===== config.mk =====
export PLATFORM = sky130hd
export DESIGN_NAME = mcm_pipe
export DESIGN_NICKNAME = d
export VERILOG_FILES = /design/src/rtl/mcm_pipe.sv
export SDC_FILE = /design/constraint.sdc
export NUM_CORES = 1
export LEC_CHECK = 0
export CAP_MARGIN = 10
export CORE_ASPECT_RATIO = 1.75
export CORE_MARGIN = 3
export CORE_UTILIZATION = 57
export DETAILED_ROUTE_END_ITERATION = 10
export MAX_ROUTING_LAYER = met4
export PLACE_DENSITY = 0.85
export RECOVER_POWER = 50
export SETUP_SLACK_MARGIN = 0.05
export SLEW_MARGIN = 20
export SYNTH_ARGS = -nofsm -noshare
export SYNTH_HDL_FRONTEND = slang
export SYNTH_SLANG_ARGS = --single-unit

===== constraint.sdc =====
create_clock -name clk -period 9.8 [get_ports clk]
set_input_delay 2.45 -clock clk [delete_from_list [all_inputs] [get_ports clk]]
set_output_delay 2.45 -clock clk [all_outputs]
set_load 0.02 [all_outputs]

===== src/rtl/mcm_pipe.sv =====
// rtl/mcm_pipe.sv - two-stage valid/ready multiple-constant-multiplier bank
//
// Each beat carries LANES unsigned samples and a 2-bit coefficient-set select.
// The block returns four signed products per lane, built from shifts and adds.
//   Stage 1 registers the partial terms x, 2x, 4x, 8x, 32x and 64x.
//   Stage 2 registers the combined, width-reduced products.
//
// Optional build macro: MCM_PIPE_SAT_EN
//   defined   : products are clamped to the signed OUT_W range
//   undefined : products wrap modulo 2^OUT_W
//
// Ports:
//   clk        clock; all logic on the rising edge
//   rst        synchronous, active-high reset
//   in_valid   input beat valid
//   in_ready   block can accept a beat this cycle
//   in_x       LANES samples; lane i at [i*IN_W +: IN_W]
//   in_sel     coefficient set for the beat
//   out_valid  output beat valid
//   out_ready  downstream accepts the output this cycle
//   out_y      products; lane i, tap k at [(i*4+k)*OUT_W +: OUT_W]
//   out_sel    in_sel carried with the beat
module mcm_pipe #(
   parameter int IN_W  = 8,
   parameter int OUT_W = 16,
   parameter int LANES = 4
) (
   input  logic                     clk,
   input  logic                     rst,
   input  logic                     in_valid,
   output logic                     in_ready,
   input  logic [LANES*IN_W-1:0]    in_x,
   input  logic [1:0]               in_sel,
   output logic                     out_valid,
   input  logic                     out_ready,
   output logic [LANES*4*OUT_W-1:0] out_y,
   output logic [1:0]               out_sel
);

   // Width of a registered partial term: 64x needs IN_W+6 bits.
   localparam int TW = IN_W + 6;
   // The working width holds every exact product, including sign.
   // It is never narrower than OUT_W+1. Wrapping is unaffected by the extra bits.
   // Saturation compares the true value, not one that has already wrapped.
   localparam int AW = (OUT_W + 1 > IN_W + 8) ? OUT_W + 1 : IN_W + 8;
   localparam int PW = 4 * OUT_W;

`ifdef MCM_PIPE_SAT_EN
   localparam logic [AW-1:0] SAT_MAX = (AW'(1) << (OUT_W - 1)) - AW'(1);
   localparam logic [AW-1:0] SAT_MIN = -(AW'(1) << (OUT_W - 1));
`endif

   logic                s1_valid;
   logic [1:0]          s1_sel;
   logic [TW-1:0]       s1_t1  [LANES];
   logic [TW-1:0]       s1_t2  [LANES];
   logic [TW-1:0]       s1_t4  [LANES];
   logic [TW-1:0]       s1_t8  [LANES];
   logic [TW-1:0]       s1_t32 [LANES];
   logic [TW-1:0]       s1_t64 [LANES];

   logic                s2_valid;
   logic [1:0]          s2_sel;
   logic [LANES*PW-1:0] s2_y;
   logic [LANES*PW-1:0] prod;

   logic                s2_load;

   function automatic logic [AW-1:0] zx(input logic [TW-1:0] t);
      return {{(AW-TW){1'b0}}, t};
   endfunction

   // Reduce an AW-bit two's-complement value to OUT_W bits.
   function automatic logic [OUT_W-1:0] reduce(input logic [AW-1:0] v);
`ifdef MCM_PIPE_SAT_EN
      if ($signed(v) > $signed(SAT_MAX)) begin
         return SAT_MAX[OUT_W-1:0];
      end else if ($signed(v) < $signed(SAT_MIN)) begin
         return SAT_MIN[OUT_W-1:0];
      end else begin
         return v[OUT_W-1:0];
      end
`else
      return v[OUT_W-1:0];
`endif
   endfunction

   // Return the four taps of one lane, packed with tap0 in the low bits.
   function automatic logic [PW-1:0] lane_prod(
      input logic [TW-1:0] t1,
      input logic [TW-1:0] t2,
      input logic [TW-1:0] t4,
      input logic [TW-1:0] t8,
      input logic [TW-1:0] t32,
      input logic [TW-1:0] t64,
      input logic [1:0]    sel
   );
      logic [AW-1:0] x1, x2, x4, x8, x32, x64;
      logic [AW-1:0] p3, p11, p36;
      logic [AW-1:0] tap0, tap1, tap2, tap3;
      x1  = zx(t1);
      x2  = zx(t2);
      x4  = zx(t4);
      x8  = zx(t8);
      x32 = zx(t32);
      x64 = zx(t64);
      p3  = x4 - x1;
      p11 = x8 + p3;
      p36 = x32 + x4;
      case (sel)
         2'd0: begin
            tap0 = -x2;
            tap1 = -p3;
            tap2 = p3;
            tap3 = p11;
         end
         2'd1: begin
            tap0 = '0;
            tap1 = x64;
            tap2 = '0;
            tap3 = '0;
         end
         2'd2: begin
            tap0 = -x4;
            tap1 = p36;
            tap2 = p36;
            tap3 = -x4;
         end
         default: begin
            tap0 = -x2;
            tap1 = -p3;
            tap2 = p11;
            tap3 = p3;
         end
      endcase
      return {reduce(tap3), reduce(tap2), reduce(tap1), reduce(tap0)};
   endfunction

   // Stage 2 can take new contents when it is empty or is being drained.
   // Stage 1 can take new contents when it is empty or moves into stage 2.
   assign s2_load   = !s2_valid || out_ready;
   assign in_ready  = !s1_valid || s2_load;
   assign out_valid = s2_valid;
   assign out_y     = s2_y;
   assign out_sel   = s2_sel;

   always_ff @(posedge clk) begin
      if (rst) begin
         s1_valid <= 1'b0;
         s1_sel   <= '0;
         for (int i = 0; i < LANES; i++) begin
            s1_t1[i]  <= '0;
            s1_t2[i]  <= '0;
            s1_t4[i]  <= '0;
            s1_t8[i]  <= '0;
            s1_t32[i] <= '0;
            s1_t64[i] <= '0;
         end
      end else if (in_ready) begin
         s1_valid <= in_valid;
         if (in_valid) begin
            s1_sel <= in_sel;
            for (int i = 0; i < LANES; i++) begin
               s1_t1[i]  <= TW'(in_x[i*IN_W +: IN_W]);
               s1_t2[i]  <= TW'(in_x[i*IN_W +: IN_W]) << 1;
               s1_t4[i]  <= TW'(in_x[i*IN_W +: IN_W]) << 2;
               s1_t8[i]  <= TW'(in_x[i*IN_W +: IN_W]) << 3;
               s1_t32[i] <= TW'(in_x[i*IN_W +: IN_W]) << 5;
               s1_t64[i] <= TW'(in_x[i*IN_W +: IN_W]) << 6;
            end
         end
      end
   end

   always_comb begin
      prod = '0;
      for (int i = 0; i < LANES; i++) begin
         prod[i*PW +: PW] = lane_prod(s1_t1[i], s1_t2[i], s1_t4[i], s1_t8[i],
                                      s1_t32[i], s1_t64[i], s1_sel);
      end
   end

   // Data registers load only with a real beat.
   // A draining stage therefore keeps out_y and out_sel unchanged.
   always_ff @(posedge clk) begin
      if (rst) begin
         s2_valid <= 1'b0;
         s2_sel   <= '0;
         s2_y     <= '0;
      end else if (s2_load) begin
         s2_valid <= s1_valid;
         if (s1_valid) begin
            s2_y   <= prod;
            s2_sel <= s1_sel;
         end
      end
   end

endmodule


==> impl_metrics.csv, run 1 <==
group,metric,value,unit
status,violations,"max-capacitance violations, max-slew violations",
placement,gp_congestion,1.064,
detailed_routing,drc,0,
clocking,htree_num_levels,1,
sta,slew_headroom,-1.473,
detailed_routing,wl_per_cell,25.58,um
critical_path,reg2reg_depth,7,
placement,placed_area,20040,sq um
clocking,tritoncts,"built",
clocking,root_buffer,"clkbuf_16",
placement,hpwl,47720,um
critical_path,timing.rr.end,"out_y[45]",
clocking,cts_hold_buf,0,
critical_path,r2r_start,"s1_sel[0]",
detailed_routing,wl_met1,23600,um
sta,setup_viol,0,
die,initial_core_util,0.5826,
pwr,leakage,8.349,nW
sta,post-route-period-util,0.7232,
critical_path,endpoint_kind,"flop",
sta,tightest_slew,3.709,ns
synthesis,yosys.area.top_type,"dfxtp_1",
critical_path,crit_type,"primary input to flop",
detailed_routing,vias,18254,
cells_and_area,final_nets,2413,
detailed_routing,drt_wl_total,68550,um
pwr,ir_worst_vdd,0.2055,mV
critical_path,crit_path_max_fanout,74,
sta,final_hold_viol_count,0,
critical_path,crit_start,"rst",
die,die_area,32460,sq um
die,die_h,236.1,um
synthesis,synth_cell_types,96,
critical_path,cp_num_buf_inv,2,
detailed_routing,viasPerCell,6.811,
clocking,post_cts_buffers,0,
synthesis,synthTopCellsByCount,"dfxtp_1, nor2_1, a21oi_1",
placement,place_ws,3.414,ns
critical_path,crit_path_cell_trace,"clkbuf_1 > clkbuf_1 > nor4_1 > o21ai_0 > o21ai_0",
grt,grt-ovfl-total,0,
die,core-area,29600,sq um
clocking,clk_latency,0.56,ns
synthesis,synthArstFlopShare,0,
placement,placed_cells,2630,
clocking,ctsResizeCount,0,
synthesis,mappedNetlistArea,17240,sq um
synthesis,synth_ff_type,"dfxtp_1",
detailed_routing,topRoutingLayerUsed,"met4",
die,row_count,83,
synthesis,synthCells,2107,
critical_path,cpPeakStageDelay,2.69,ns
hold_path,worst_hold_path_type,"flop to flop",
clocking,cts_made_buffers,26,
sta,fin_skew,0.01649,ns
sta,setup_tns,0,ns
sta,drv_slew,273,
die,pin_count,298,
critical_path,required,10.08,ns
cells_and_area,fin_cells,2680,
grt,grt_max_degree,177,
synthesis,synth_edf_count,32,
critical_path,cpMaxStageDelayCell,"clkbuf_1",
hold_path,hold_end,"out_y[118]",
grt,grt_pass1_vias,17581,
critical_path,crit_family,"buffers and inverters",
pwr,p_per_area,186.7,nW/um^2
hold_path,holdPathStages,2,
detailed_routing,met3_length,6337,um
sta,fmax,0.1411,GHz
clocking,cts.sinks,274,
hold_path,worstHoldStart,"out_y[118]",
cells_and_area,regArea,5806,sq um
cells_and_area,fill_cells,2450,
synthesis,synth.yosys.seq_area_share,0.3367,
grt,grtUsageTotal,0.4204,
grt,antenna_found_initial,2,
synthesis,synth.most_common_cell,"dfxtp_1",
critical_path,crit_path_start_kind,"primary input",
die,die_w,137.5,um
synthesis,synth_seq_cells,274,
cells_and_area,layout-area-overhead-vs-synth,21.70,%
synthesis,syn_area_per_cell,8.184,sq um
clocking,clk_pin_slew_worst_paths,0.07,ns
grt,grt_pass1_wl,103100,um
critical_path,cp.arrival,7.36,ns
detailed_routing,drt-pass1-iter-count,8,
synthesis,yosysWarnings,0,
flow_run,cap_violations,5,
placement,numPortBuffers,293,
sta,worst_slack,2.712,ns
detailed_routing,ant_nets,0,
detailed_routing,drt_iter0_drc,1857,
sta,rsz0062_at_grt,"false",
sta,finalCriticalPeriod,7.088,ns
cells_and_area,final_cell_area,20990,sq um
synthesis,synth_area_leaders,"dfxtp_1, ha_1, a21oi_1",
detailed_routing,dr_wl_met2,32280,um
cells_and_area,multi_input_area,10400,sq um
cells_and_area,layout-drive-gt1-share,0.05096,
synthesis,yosysTopAreaCellShare,0.2810,
status,status,"complete, but fails checks",
critical_path,ff2ff_setup_slack,2.88,ns
clocking,clockBufferDepth,3,
-- tightest hold or removal path: cells and delay by family (launching register included) --
family | cells | cell delay [ns]
AOI/OAI and AO/OA | 1 | 0.05
DFF | 1 | 0.30
and+or+nand+nor | 1 | 0.05
-- stage by stage --
step           hold slack, ns  utilization  power (mW)
2_1_floorplan          0.4648            -       2.304
3_3_place_gp           0.4409       0.6771       2.770
3_5_place_dp           0.4464       0.6771       2.795
4_1_cts                0.4566       0.7095       3.903
5_1_grt                0.4724       0.7090       4.069
6_report               0.4487       0.7090       3.918
-- how the worst max path moves through the flow --
stage / slack [ns] / cells after the start / to
floorplan: 4.49 / 2 / in_ready
global placement: 3.48 / 4 / in_ready
detailed placement: 3.41 / 4 / in_ready
CTS: 3.41 / 4 / in_ready
global route: 2.61 / 5 / out_y[237]
finish: 2.71 / 5 / out_y[237]
-- registers in the layout, indices dropped and copies added, names as in the netlist --
signal and cells:
out_y 236, out_sel 2, s1_valid 1, s1_sel 2, s1_t1 22, s1_t64 2
out_valid 1, s1_t8 8
-- report_power, final --
group          internal, mW  total (mW)  switching, mW
Clock                 0.647        1.12          0.472
Combinational         0.563        1.47          0.906
Sequential             1.23        1.33          0.102
Total                  2.44        3.92           1.48
-- kinds of logic (layout without fill, tap and decap cells) --
group	count (synthesis)	count (layout)	synth area share
buffers and inverters	244	430	0.06328
XOR/XNOR	119	119	0.06132
multiplexers	7	7	0.004209
AO/OA/AOI/OAI	699	699	0.2780
adder cells (fa/ha/maj)	99	99	0.07532
other	1	6	0.0002175
flip-flops	274	274	0.3367
AND/OR/NAND/NOR	664	664	0.1810
-- layer usage --
layer  GRT usage  vias up
li1            -     8063
met3     0.07533      372
met1      0.4678     8583
met2      0.6629     1236
met5           -        -
met4      0.3084        0
-- cells in the final DEF (no fill, tap or decap), drive strengths merged, types with 19 or more instances in the layout --
cell type,synthesis,routed
a21oi,198,198
dfxtp,242,242
edfxtp,32,32
inv,66,67
xnor2,88,88
nor3,61,61
clkdlybuf4s50,0,97
nor2,223,223
dlygate4sd3,0,195
o211ai,32,32
a31oi,24,24
clkbuf,127,42
nand2,177,177
nand3,45,45
o21ai,106,106
a22oi,25,25
xor2,31,31
a211oi,56,56
a221o,24,24
a221oi,37,37
nor4,19,19
ha,91,91
a21o,30,30
and2,44,44
-- area by class of cell --
| type | count | area share |
|---|---|---|
| Multi-Input combinational cell | 1592 | 0.4958 |
| Sequential cell | 274 | 0.2767 |
| Timing Repair Buffer | 311 | 0.1461 |
| Clock buffer | 39 | 0.04174 |
| Tap cell | 382 | 0.02278 |
| Inverter | 71 | 0.01270 |
| Clock inverter | 9 | 0.003995 |
| Antenna cell | 2 | 0.0002385 |
No activity file was read; power rests on OpenSTA's default activity.
==> run 2: changes to the inputs <==
- CORE_UTILIZATION: 57 -> 55
- PLACE_DENSITY: 0.85 -> 0.83
- clock period: 9.8 -> 6.7 ns (I/O delays scaled with it)
==> impl_metrics.csv, run 2 (synthesis results as in run 1) <==
group,metric,value,unit
critical_path,crit_path_max_fanout,145,
detailed_routing,ant_nets,0,
die,core-area,30840,sq um
critical_path,crit_path_start_kind,"primary input",
critical_path,cp.arrival,5.75,ns
placement,hpwl,47900,um
grt,antenna_found_initial,0,
sta,rsz0062_at_grt,"false",
die,initial_core_util,0.5591,
detailed_routing,drt-pass1-iter-count,6,
grt,grtUsageTotal,0.4007,
die,die_h,240.2,um
cells_and_area,final_nets,2415,
pwr,ir_worst_vdd,0.2589,mV
critical_path,crit_type,"primary input to flop",
clocking,clk_latency,0.58,ns
clocking,root_buffer,"clkbuf_16",
pwr,power,5.587,mW
sta,drv_slew,219,
sta,fin_hold_ws,0.4496,ns
cells_and_area,layout-drive-gt1-share,0.05098,
cells_and_area,largest_reg_flops,236,
hold_path,worst_hold_path_type,"flop to flop",
clocking,ctsResizeCount,0,
die,pin_count,298,
critical_path,crit_path_cell_trace,"clkbuf_2 > clkbuf_2 > nor3b_1 > a31oi_1 > o31ai_1",
clocking,cts_made_buffers,26,
sta,slew_headroom,-1.058,
sta,post-route-period-util,0.7953,
pwr,leakage,8.346,nW
critical_path,cp_common_cell,"clkbuf_2",
status,violations,"max-capacitance violations, max-slew violations",
cells_and_area,fin_util,0.6785,
detailed_routing,viasPerCell,6.670,
grt,grt_max_degree,176,
placement,gp_congestion,1.014,
cells_and_area,final_cell_area,20930,sq um
detailed_routing,wl_per_cell,25.39,um
sta,final_hold_viol_count,0,
cells_and_area,fill_cells,2631,
critical_path,required,7.12,ns
grt,grt_pass1_wl,102600,um
clocking,post_cts_buffers,0,
cells_and_area,final_common_cell,"dfxtp_1",
die,row_count,85,
clocking,cts.sinks,274,
detailed_routing,drt_wl_total,68210,um
cells_and_area,layout-area-overhead-vs-synth,21.37,%
critical_path,cpPeakStageDelay,2.04,ns
placement,placed_area,20070,sq um
cells_and_area,final_cell_mix,"dfxtp_1, nor2_1, dlygate4sd3_1",
sta,finalCriticalPeriod,5.328,ns
pwr,p_per_area,267.0,nW/um^2
clocking,clk_pin_slew_worst_paths,0.07,ns
clocking,clockBufferDepth,3,
clocking,cts_hold_buf,0,
grt,grt-ovfl-total,0,
detailed_routing,drc,0,
critical_path,endpoint_kind,"flop",
sta,fmax,0.1877,GHz
sta,tightest_slew,3.087,ns
status,status,"complete, but fails checks",
flow_run,cap_violations,2,
die,die_w,139.8,um
critical_path,cpMaxStageDelayCell,"clkbuf_2",
detailed_routing,vias,17915,
sta,setup_tns,0,ns
die,die_area,33600,sq um
sta,setup_viol,0,
cells_and_area,diodes,0,
grt,grt_pass1_vias,17285,
placement,numPortBuffers,293,
sta,fin_skew,0.02245,ns
clocking,htree_num_levels,1,
clocking,tritoncts,"built",
detailed_routing,drt_iter0_drc,1802,
==> run 2: changes by cell type in the layout (fill, tap and decap cells not counted), moves of 2 or more <==
cell             change
dlygate4sd3_1        +6
diode_2              -2
clkbuf_8             -2
clkbuf_1             -2
and2_1               -3
clkbuf_16            -2
clkdlybuf4s50_1      -6
and2_0               +3
clkbuf_2             +2
buf_4                +2
==> run 2: layout make-up <==
| class | count | area, sq um | share of cell area |
|---|---|---|---|
| clock buffers | 36 | 802.0 | 0.03832 |
| well taps | 391 | 489.2 | 0.02338 |
| multi-input cells | 1592 | 10410 | 0.4974 |
| repair buffers | 313 | 3092 | 0.1477 |
| flip-flops and latches | 274 | 5806 | 0.2774 |
| inverters | 71 | 266.5 | 0.01273 |
| clock inverters | 9 | 62.56 | 0.002989 |
==> run 2: where the power goes <==
| group | switching (mW) | leakage, nW | internal, mW | total (mW) |
|---|---|---|---|---|
| Combinational | 1.31 | 5.58 | 0.824 | 2.14 |
| Sequential | 0.138 | 2.33 | 1.80 | 1.93 |
| Clock | 0.679 | 0.428 | 0.837 | 1.52 |
==> run 2: worst paths after layout <==
| check | from | end | slack [ns] | depth (start not counted) |
|---|---|---|---|---|
| setup / recovery | rst | out_y[170] | 1.37 | 5 |
| hold reg to reg | out_y[74] | out_y[74] | 0.45 | 2 |
| hold / removal | out_y[74] | out_y[74] | 0.45 | 2 |
| setup reg to reg | s1_t1[1][2] | out_y[125] | 1.92 | 15 |
==> run 2: worst max-delay path, delay by kind of cell <==
family	cells	cell delay [ns]
and+or+nand+nor	1	0.13
AOI/OAI and AO/OA	2	0.30
buffers and inverters	2	3.47
==> run 2: layer usage <==
metal  part of all wire  up-vias  global-route usage  wire length [um]
met5                  0        -                   -                 0
li1                   -     8053                   -                 -
met1               0.35     8465              0.4495             24080
met2               0.49     1103              0.6664             33110
met4              0.081        0              0.2674              5520
met3              0.081      294             0.05154              5500
==> run 2: stage by stage <==
stage | setup slack [ns] | cells
2_1_floorplan | 2.593 | 2110
3_3_place_gp | 1.885 | 2641
3_5_place_dp | 1.894 | 2641
4_1_cts | 1.885 | 2686
5_1_grt | 1.051 | 2686
6_report | 1.372 | 2686
